## config.mk

```make
export PLATFORM = sky130hd
export DESIGN_NAME = rm_buff_sequencer
export DESIGN_NICKNAME = d
export VERILOG_FILES = /design/src/rtl/rm_buff_sequencer.sv
export SDC_FILE = /design/constraint.sdc
export NUM_CORES = 1
export LEC_CHECK = 0
export ABC_AREA = 1
export CAP_MARGIN = 20
export CORE_MARGIN = 5
export CORE_UTILIZATION = 65
export DETAILED_ROUTE_END_ITERATION = 7
export DONT_BUFFER_PORTS = 1
export PLACE_DENSITY = 0.93
export SLEW_MARGIN = 20
export SYNTH_ARGS = -nofsm -noshare
export SYNTH_HDL_FRONTEND = slang
export SYNTH_SLANG_ARGS = --single-unit
```

## constraint.sdc

```tcl
create_clock -name clk -period 5.15 [get_ports clk]
set_clock_uncertainty 0.2 [all_clocks]
set_input_delay 1.2875 -clock clk [delete_from_list [all_inputs] [get_ports clk]]
set_output_delay 1.2875 -clock clk [all_outputs]
set_load 0.05 [all_outputs]
```

## src/rtl/rm_buff_sequencer.sv

```systemverilog
// Rate-matching circular buffer sequencer: drains three interleaver RAMs into the buffer, then runs bit selection.
// Optional macro RM_NULL_SKIP_EN enables dummy-entry skipping and the all-null guard.
module rm_buff_sequencer #(
    parameter int AW = 13,
    parameter int KW = 12,
    parameter int EW = 16
) (
    input  logic          clk,
    input  logic          rst,
    input  logic          start,
    input  logic [KW-1:0] K_PI,
    input  logic [AW-1:0] Ko,
    input  logic [EW-1:0] E,
    input  logic          src_valid,
    output logic          readRAM1,
    output logic          readRAM2,
    output logic          readRAM3,
    output logic          wr_en,
    output logic [AW-1:0] wr_addr,
    output logic          rd_en,
    output logic [AW-1:0] rd_addr,
    input  logic          null_flag,
    output logic          out_valid,
    input  logic          out_ready,
    output logic          out_last,
    output logic          busy,
    output logic          done,
    output logic          err
);

    typedef enum logic [2:0] {
        S_IDLE,
        S_WR1,
        S_WR2,
        S_WR3,
        S_SEL,
        S_DONE
    } state_t;

    state_t        state;
    state_t        next_state;

    logic [KW-1:0] k_pi_q;
    logic [EW-1:0] e_q;
    logic [AW:0]   ncb_q;
    logic [KW-1:0] idx;
    logic [AW-1:0] addr;
    logic [EW-1:0] out_cnt;
    logic          rd_pend;
    logic          hold;
    logic          err_q;

    logic [AW:0]   cfg_ncb;
    logic          cfg_bad;
    logic          last_wr;
    logic          ret_valid;
    logic          out_valid_int;
    logic          accept;
    logic          out_last_int;
    logic          final_accept;
    logic [EW:0]   committed;
    logic          issue;
    logic [AW:0]   addr_inc;
    logic [AW-1:0] addr_next;

    assign cfg_ncb = {1'b0, K_PI} + ({1'b0, K_PI} << 1);
    assign cfg_bad = (K_PI == '0) || (E == '0) || ({1'b0, Ko} >= cfg_ncb);
    assign last_wr = src_valid && (idx == k_pi_q - 1'b1);

`ifdef RM_NULL_SKIP_EN
    logic [AW:0] null_run;
    logic        null_hit;
    logic        all_null;

    assign null_hit  = (state == S_SEL) && rd_pend && null_flag;
    assign all_null  = null_hit && ((null_run + 1'b1) == ncb_q);
    assign ret_valid = rd_pend && !null_flag;
`else
    logic unused_null;

    assign unused_null = null_flag;
    assign ret_valid   = rd_pend;
`endif

    // The returning entry is presented in the cycle it arrives; only a refused one is parked in hold.
    assign out_valid_int = (state == S_SEL) && (hold || ret_valid);
    assign accept        = out_valid_int && out_ready;
    assign out_last_int  = out_valid_int && (out_cnt == e_q - 1'b1);
    assign final_accept  = accept && out_last_int;
    assign committed     = {1'b0, out_cnt} + {{EW{1'b0}}, out_valid_int};

`ifdef RM_NULL_SKIP_EN
    assign issue = (state == S_SEL) && (!out_valid_int || out_ready) &&
                   (committed < {1'b0, e_q}) && !all_null;
`else
    assign issue = (state == S_SEL) && (!out_valid_int || out_ready) &&
                   (committed < {1'b0, e_q});
`endif

    assign addr_inc  = {1'b0, addr} + 1'b1;
    assign addr_next = (addr_inc == ncb_q) ? '0 : addr_inc[AW-1:0];

    always_ff @(posedge clk or negedge rst) begin
        if (!rst) begin
            state <= S_IDLE;
        end else begin
            state <= next_state;
        end
    end

    always_comb begin
        next_state = state;
        readRAM1   = 1'b0;
        readRAM2   = 1'b0;
        readRAM3   = 1'b0;
        wr_en      = 1'b0;
        wr_addr    = '0;
        rd_en      = 1'b0;
        rd_addr    = '0;
        case (state)
            S_IDLE: begin
                if (start) begin
                    next_state = cfg_bad ? S_DONE : S_WR1;
                end
            end
            S_WR1: begin
                readRAM1 = 1'b1;
                wr_en    = src_valid;
                wr_addr  = AW'(idx);
                if (last_wr) begin
                    next_state = S_WR2;
                end
            end
            S_WR2: begin
                readRAM2 = 1'b1;
                wr_en    = src_valid;
                wr_addr  = AW'(k_pi_q) + (AW'(idx) << 1);
                if (last_wr) begin
                    next_state = S_WR3;
                end
            end
            S_WR3: begin
                readRAM3 = 1'b1;
                wr_en    = src_valid;
                wr_addr  = AW'(k_pi_q) + (AW'(idx) << 1) + AW'(1);
                if (last_wr) begin
                    next_state = S_SEL;
                end
            end
            S_SEL: begin
                rd_en   = issue;
                rd_addr = addr;
                if (final_accept) begin
                    next_state = S_DONE;
                end
`ifdef RM_NULL_SKIP_EN
                if (all_null) begin
                    next_state = S_DONE;
                end
`endif
            end
            S_DONE: begin
                next_state = S_IDLE;
            end
            default: begin
                next_state = S_IDLE;
            end
        endcase
    end

    always_ff @(posedge clk or negedge rst) begin
        if (!rst) begin
            k_pi_q   <= '0;
            e_q      <= '0;
            ncb_q    <= '0;
            idx      <= '0;
            addr     <= '0;
            out_cnt  <= '0;
            rd_pend  <= 1'b0;
            hold     <= 1'b0;
            err_q    <= 1'b0;
`ifdef RM_NULL_SKIP_EN
            null_run <= '0;
`endif
        end else begin
            case (state)
                S_IDLE: begin
                    if (start) begin
                        k_pi_q   <= K_PI;
                        e_q      <= E;
                        ncb_q    <= cfg_ncb;
                        addr     <= Ko;
                        idx      <= '0;
                        out_cnt  <= '0;
                        rd_pend  <= 1'b0;
                        hold     <= 1'b0;
                        err_q    <= cfg_bad;
`ifdef RM_NULL_SKIP_EN
                        null_run <= '0;
`endif
                    end
                end
                S_WR1, S_WR2, S_WR3: begin
                    if (src_valid) begin
                        idx <= last_wr ? '0 : idx + 1'b1;
                    end
                end
                S_SEL: begin
                    rd_pend <= issue;
                    hold    <= out_valid_int && !out_ready;
                    if (issue) begin
                        addr <= addr_next;
                    end
                    if (accept) begin
                        out_cnt <= out_cnt + 1'b1;
                    end
`ifdef RM_NULL_SKIP_EN
                    if (null_hit) begin
                        null_run <= null_run + 1'b1;
                    end else if (rd_pend) begin
                        null_run <= '0;
                    end
                    if (all_null) begin
                        err_q <= 1'b1;
                    end
`endif
                end
                S_DONE: begin
                    rd_pend <= 1'b0;
                    hold    <= 1'b0;
                end
                default: begin
                    rd_pend <= 1'b0;
                end
            endcase
        end
    end

    assign out_valid = out_valid_int;
    assign out_last  = out_last_int;
    assign busy      = (state != S_IDLE) && (state != S_DONE);
    assign done      = (state == S_DONE);
    assign err       = err_q;

endmodule

```

==> metrics.txt, run 1 <==
cell seen most often among critical-path stages nor2_4; R2R Setup Slk 1.45 ns; synth-to-layout area growth 7.47%; global-route wire length before repair between 30,000 and 40,000 µm; Slew headroom 25.4%; CTS clk-pin slew, worst paths 0.06 ns; dominant cell type by area after synthesis dfrtp_1; DRC 0; status finished clean; WP data arrival 3.36 ns; Hold Fails Final Rpt 0; switching power 2.92 mW; Hold Path Origin rd_pend; WHS Path Cells 2; Hold Path Class flip-flop to flip-flop; initial antenna violation count 0; First-pass DRT Iterations 8; hold worst-path end rd_pend; Worst R2R Path Depth 20; crit path launch type flip-flop; Post-synth top flop dfrtp_1; PwrDens roughly 570 nW/µm²; Initial Util 66.7%; number of global-route vias before repair 8,099; r2r endpoint addr[5]; syn nets about 1,400; RD Place Congestion about 0.96; Core ar. 12,700 µm²; unrepaired setup endpoints after global routing no; Seq/Total Area, Yosys 25.9%; Clock power frac 11.8%; dpl cells 1,502; PortBufs 0; H-tree levels 3; Post-Syn Instances roughly 1,300; Crit Path Max Fanout 4; hold buffers post-CTS 0; Post-DP HPWL 17,500 µm; CTS Buf Count 9; Synth area leaders dfrtp_1, nand2_1, ha_1; Commonest cells post-synth nand2_1, inv_1, nor2_1; crit-path max cell delay 0.43 ns; syn avg cell area approximately 6.4 µm²; ant diodes 0; CTS tree done; Reg2Reg Launch Point state[1]; cell row count 41; Worst Tran Pin Value 1.11 ns; Reg area 2200 µm²; max-cap viol count 0; Ys Warns 0; CP endpoint kind primary output; CTS sink cnt 88; Flop pwr share 25.6%; layout cells sized above 1 6.60%; starting DRC count in detailed routing roughly 840; Layout Cells excl Fill 1,521; Fillers 1,026; Tot GR Track Use just under 30%; Sw Share 55.9%; wire per inst approximately 15 µm; Int Power around 2.3 mW; nets@finish 1,459; kind of critical path flip-flop to primary output; Clock Latency Late Sink 0.35 ns; Ports 83; Die X 124 µm; vias per cell 5.78; Vias just under 9,000; Worst EP required around 3.7 ns; Max Fclk 206 MHz; Post-synth EDFFs 0; ys async rst share 100%; max-slew violation count 0; # setup viols final 0; GR Overflow Total 0; Routed WL 23,300 µm; Max VDD drop roughly 0.28 mV; leakage power 4.80 nW; area occupied by multi-input gates around 5500 µm²; die height 124 µm; Netlist cell types 47; Yosys top cell area share 25.9%; Post-Syn Area roughly 8500 µm²; Non-Filler Cell Area, Final 9120 µm²; slowest CP cell dfrtp_2; Placed Area 8780 µm²; root buffer cell clkbuf_16; final critical-path required period 4.85 ns; critical-path cell list nor2_4 > nand3_4 > inv_2 > ha_2 > ha_2 > nand2_2 > nor2_4 > nand2_4 > nor2_4 > xor2_1 > ha_1 > a21oi_1 > o21ai_0 > a21oi_1 > nor2_1 > nor2_2 > nand3_4 > inv_2 > buf_12; die footprint around 15,000 µm²; most frequent cell after synthesis nand2_1; Final Util 71.7%; CTS max path bufs 2; total negative slack 0 ns; largest net degree at the start of global routing 89; FF+latch count, synth 88; antenna-violating nets left 0; Tcrit/Tclk final between 90 and 100%; Comb power frac 62.6%
-- worst max-delay path by stage --
| stage | cells past startpoint | slack [ns] | startpoint | end |
|---|---|---|---|---|
| after floorplan | 19 | 0.40 | state[0] | rd_en |
| after global placement | 20 | 0.52 | state[0] | rd_en |
| after detailed placement | 19 | 0.43 | state[0] | rd_en |
| after CTS | 19 | 0.05 | state[0] | rd_en |
| after global routing | 19 | 0.03 | state[1] | rd_en |
| final | 19 | 0.30 | state[1] | rd_en |
-- per-layer routing --
metal  global-route usage (%)  part of all wire [%]  up-vias
met3                     6.30                   8.9       69
met1                     37.2                    42     4012
met4                     11.5                   3.4        0
met5                        0                     0        -
met2                     47.7                    46      427
li1                         -                     -     4288
-- through the flow --
step / setup WS, ns / hold slack [ns] / power [mW]
2_1_floorplan: 0.399 / 0.250 / 3.76
3_3_place_gp: 0.516 / 0.266 / 4.36
3_5_place_dp: 0.428 / 0.274 / 4.48
4_1_cts: 0.0465 / 0.288 / 5.12
5_1_grt: 0.0290 / 0.334 / 5.65
6_report: 0.302 / 0.290 / 5.22
-- kinds of logic after synthesis --
group | synth area share, %
buffers and inverters | 9.92
AND/OR/NAND/NOR | 37.2
AO/OA/AOI/OAI | 10.7
flip-flops | 25.9
XOR/XNOR | 6.00
adder cells (fa/ha/maj) | 10.2
-- layout by cell type (no fill, tap or decap), types with 4 or more instances in the layout --
master / n
o221ai_1: 6
ha_1: 64
nor2_4: 7
or2_2: 5
inv_2: 6
o21ai_1: 5
inv_1: 182
nand2_1: 422
nand4_1: 28
a21oi_1: 45
nor2_1: 138
nand3_1: 88
xnor2_1: 15
xor2_1: 38
a211oi_1: 4
nor3_1: 12
o21ai_0: 84
dfrtp_1: 86
clkbuf_16: 9
buf_4: 26
o21bai_1: 4
nor4_1: 7
nor2_2: 10
nand2_2: 5
nand3b_1: 8
-- final cells by class --
class                   instances  area share [%]
repair buffers                 28            2.66
inverters                     191            7.86
clock buffers                  11            2.55
flip-flops and latches         88            24.2
multi-input cells            1026            60.0
clock inverters                 5           0.370
well taps                     172            2.36
-- flip-flops by register name, indices dropped and copies added (netlist names) --
| register | flops |
|---|---|
| hold | 1 |
| rd_pend | 1 |
| err | 1 |
| state | 3 |
| addr | 13 |
| ncb_q | 13 |
| out_cnt | 16 |
| idx | 12 |
| e_q | 16 |
| k_pi_q | 12 |
-- critical path: cells and delay by family (launching register included) --
kind	cells	cell delay [ns]
AOI/OAI and AO/OA	3	0.39
xor gates and xnor gates	1	0.17
DFF	1	0.43
buffers and inverters	3	0.31
adders and majority gates	3	0.65
and+or+nand+nor	9	1.03
-- power by group through the flow --
stage	clock, mW	sequential [mW]	combinational (mW)
after floorplan	0	1.22	2.55
after global placement	0	1.31	3.05
after detailed placement	0	1.33	3.15
after CTS	0.615	1.32	3.19
after global routing	0.643	1.37	3.64
final	0.617	1.34	3.27
-- what timing repair did --
| action | 4_1_cts | 5_1_grt |
|---|---|---|
| endpoints found under the hold margin | 0 | 0 |
| endpoints found under the setup margin | 0 | 1 |
| buffers inserted | 0 | 2 |
| gates resized for setup | 0 | 11 |
No activity file was read; power rests on OpenSTA's default activity.
==> run 2: changes to the inputs <==
CAP_MARGIN = not set   (was 20)
MAX_ROUTING_LAYER = met4   (was not set)
clock period = 5.4 ns   (was 5.15 ns; I/O delays follow)
==> run 2 against run 1 <==
  * Critical path depth increased by 1
  * Sequential share of layout area increased by 0.092 points
  * Sequential power decreased by 6%
  * Critical endpoint unchanged
==> metrics.txt, run 2 (synthesis results as in run 1) <==
synth-to-layout area growth 6.94%; DRC 0 (unchanged); Slew headroom 24.5% (-0.90 points); die footprint 15,400 µm² (unchanged); vias per cell 5.69 (-1.7%); Worst Tran Pin Value 1.13 ns (+0.0134 ns); crit path launch type flip-flop; WP data arrival 3.58 ns (+0.22 ns); Placed Area 8770 µm² (about the same); Post-DP HPWL 17,200 µm (-1.7%); Comb power frac 61.8% (-0.8 points); Core ar. 12,700 µm² (unchanged); Crit Path Max Fanout 6 (+2); max-cap viol count 0 (unchanged); status finished clean; Int Power 2.24 mW (-2.8%); Clock power frac 12.8% (+1.0 points); First-pass DRT Iterations 7 (-1); critical-path cell list nor2_4 > nand3_2 > inv_1 > ha_1 > ha_1 > nand2_2 > nor2_4 > nand2_4 > nor2_1 > nand2_1 > xor2_1 > inv_1 > ha_1 > a21oi_1 > nand3b_1 > nand3_1 > nor2_2 > nand3_2 > inv_1 > buf_12; Non-Filler Cell Area, Final 9080 µm² (-0.49%); Crit path max-delay family simple AND/OR/NAND/NOR gates; CTS tree done; CP Depth 20 (+1); CTS Buf Count 9 (unchanged); Worst EP required 3.85 ns (+0.19 ns); PortBufs 0 (unchanged); r2r endpoint addr[2]; kind of critical path flip-flop to primary output; unrepaired setup endpoints after global routing no; CP endpoint kind primary output; wire per inst 14.8 µm (-3.5%); antenna-violating nets left 0 (unchanged); Vias 8,631 (-1.9%); R2R Setup Slk 1.55 ns (+0.10 ns); Max Fclk 195 MHz; H-tree levels 3 (unchanged); GR Overflow Total 0 (unchanged); nets@finish 1,457 (-0.14%); commonest non-fill, non-tap cell in the layout nand2_1; Routed WL 22,400 µm (-3.7%); switching power 2.73 mW (-6.5%); most frequent cells in the layout nand2_1, inv_1, nor2_1, nand3_1, dfrtp_1; Final WS setup 0.275 ns (-0.0271 ns); Largest regs e_q x16, out_cnt x16; # setup viols final 0 (unchanged); CTS clk-pin slew, worst paths 0.06 ns (about the same); RD Place Congestion 0.982 (+1.8%); number of global-route vias before repair 7,834 (-3.3%); Max VDD drop 0.243 mV (-13%); Power Total 4.97 mW (-4.9%); leakage power 4.80 nW (+0.13%); ant diodes 0 (unchanged); root buffer cell clkbuf_16; CTS sink cnt 88 (unchanged); CTS max path bufs 2 (unchanged); Clock Latency Late Sink 0.34 ns (about the same); Tcrit/Tclk final 94.9%; WP buf/inv 4 (+1); initial antenna violation count 0 (unchanged); Hold Path Class flip-flop to flip-flop; setup slack at placement 0.615 ns (+0.186 ns); Ports 83 (unchanged); WHS Path Cells 2 (unchanged); Die X 124 µm (unchanged); slowest CP cell dfrtp_1; Hold Path Origin rd_pend; dpl cells 1,501 (-0.067%); starting DRC count in detailed routing 851 (+1.6%); Tot GR Track Use 29.0% (-0.063 points); hold worst-path end rd_pend; Worst R2R Path Depth 21 (+5.0%); max-slew violation count 0 (unchanged); final critical-path required period 5.13 ns; die height 124 µm (unchanged); cell row count 41 (unchanged); PwrDens 547 nW/µm² (-4.4%); Flop pwr share 25.4% (-0.2 points); layout cells sized above 1 5.87% (-0.73 points); Layout Cells excl Fill 1,518 (-0.20%); Initial Util 66.7% (unchanged); hold buffers post-CTS 0 (unchanged); WHS 0.284 ns (-0.00595 ns); Hold Fails Final Rpt 0 (unchanged); largest net degree at the start of global routing 89 (unchanged); Sw Share 54.9% (-0.97 points); crit-path max cell delay 0.46 ns (+0.03 ns); total negative slack 0 ns (unchanged); Final Util 71.3% (-0.35 points); Reg2Reg Launch Point state[0]; global-route wire length before repair 36,600 µm (-3.2%)
-- run 2: layout make-up --
class	count	area [µm²]
fill	1034	3650
timing repair buffer	26	208
tap	172	215
clock buffer	12	246
inverter	191	717
multi-input combinational	1026	5450
clock inverter	3	42.5
sequential	88	2200
-- run 2: how the worst max path moves through the flow --
stage,endpoint,startpoint,slack (ns)
floorplan,rd_en,state[0],0.59
global placement,rd_en,state[0],0.72
detailed placement,rd_en,state[0],0.61
CTS,rd_en,state[0],0.22
global route,rd_en,state[0],0.03
finish,rd_en,state[0],0.27
-- run 2: metal layers --
metal	GRT usage (%)	routed length, µm
met1	36.8	9360
met2	44.3	10000
met3	5.57	2040
met4	14.4	980
met5	-	0
-- run 2: repair_timing --
| item | CTS | global route |
|---|---|---|
| endpoints found under the setup margin | 0 | 1 |
| buffers inserted | 0 | 2 |
| resized for setup | 0 | 0 |
-- run 2: worst reg2reg max path, stage by stage, from the launching register on --
cell,delay (ns)
dfrtp_1,0.46
nor2_4,0.18
nand3_2,0.14
inv_1,0.10
ha_1,0.17
ha_1,0.20
nand2_2,0.08
nor2_4,0.12
nand2_4,0.09
nor2_1,0.22
nand2_1,0.09
xor2_1,0.14
inv_1,0.06
ha_1,0.29
a21oi_1,0.12
nand3b_1,0.11
nand3_1,0.11
nor2_2,0.12
nand3_2,0.14
a21oi_4,0.46
nand2_1,0.11
nand2_1,0.08
-- run 2: power groups by stage --
stage	clock (mW)	combinational (mW)	sequential (mW)
floorplan	0	2.43	1.16
global placement	0	2.90	1.25
detailed placement	0	2.99	1.26
CTS	0.636	3.03	1.25
global route	0.665	3.42	1.30
finish	0.635	3.07	1.26
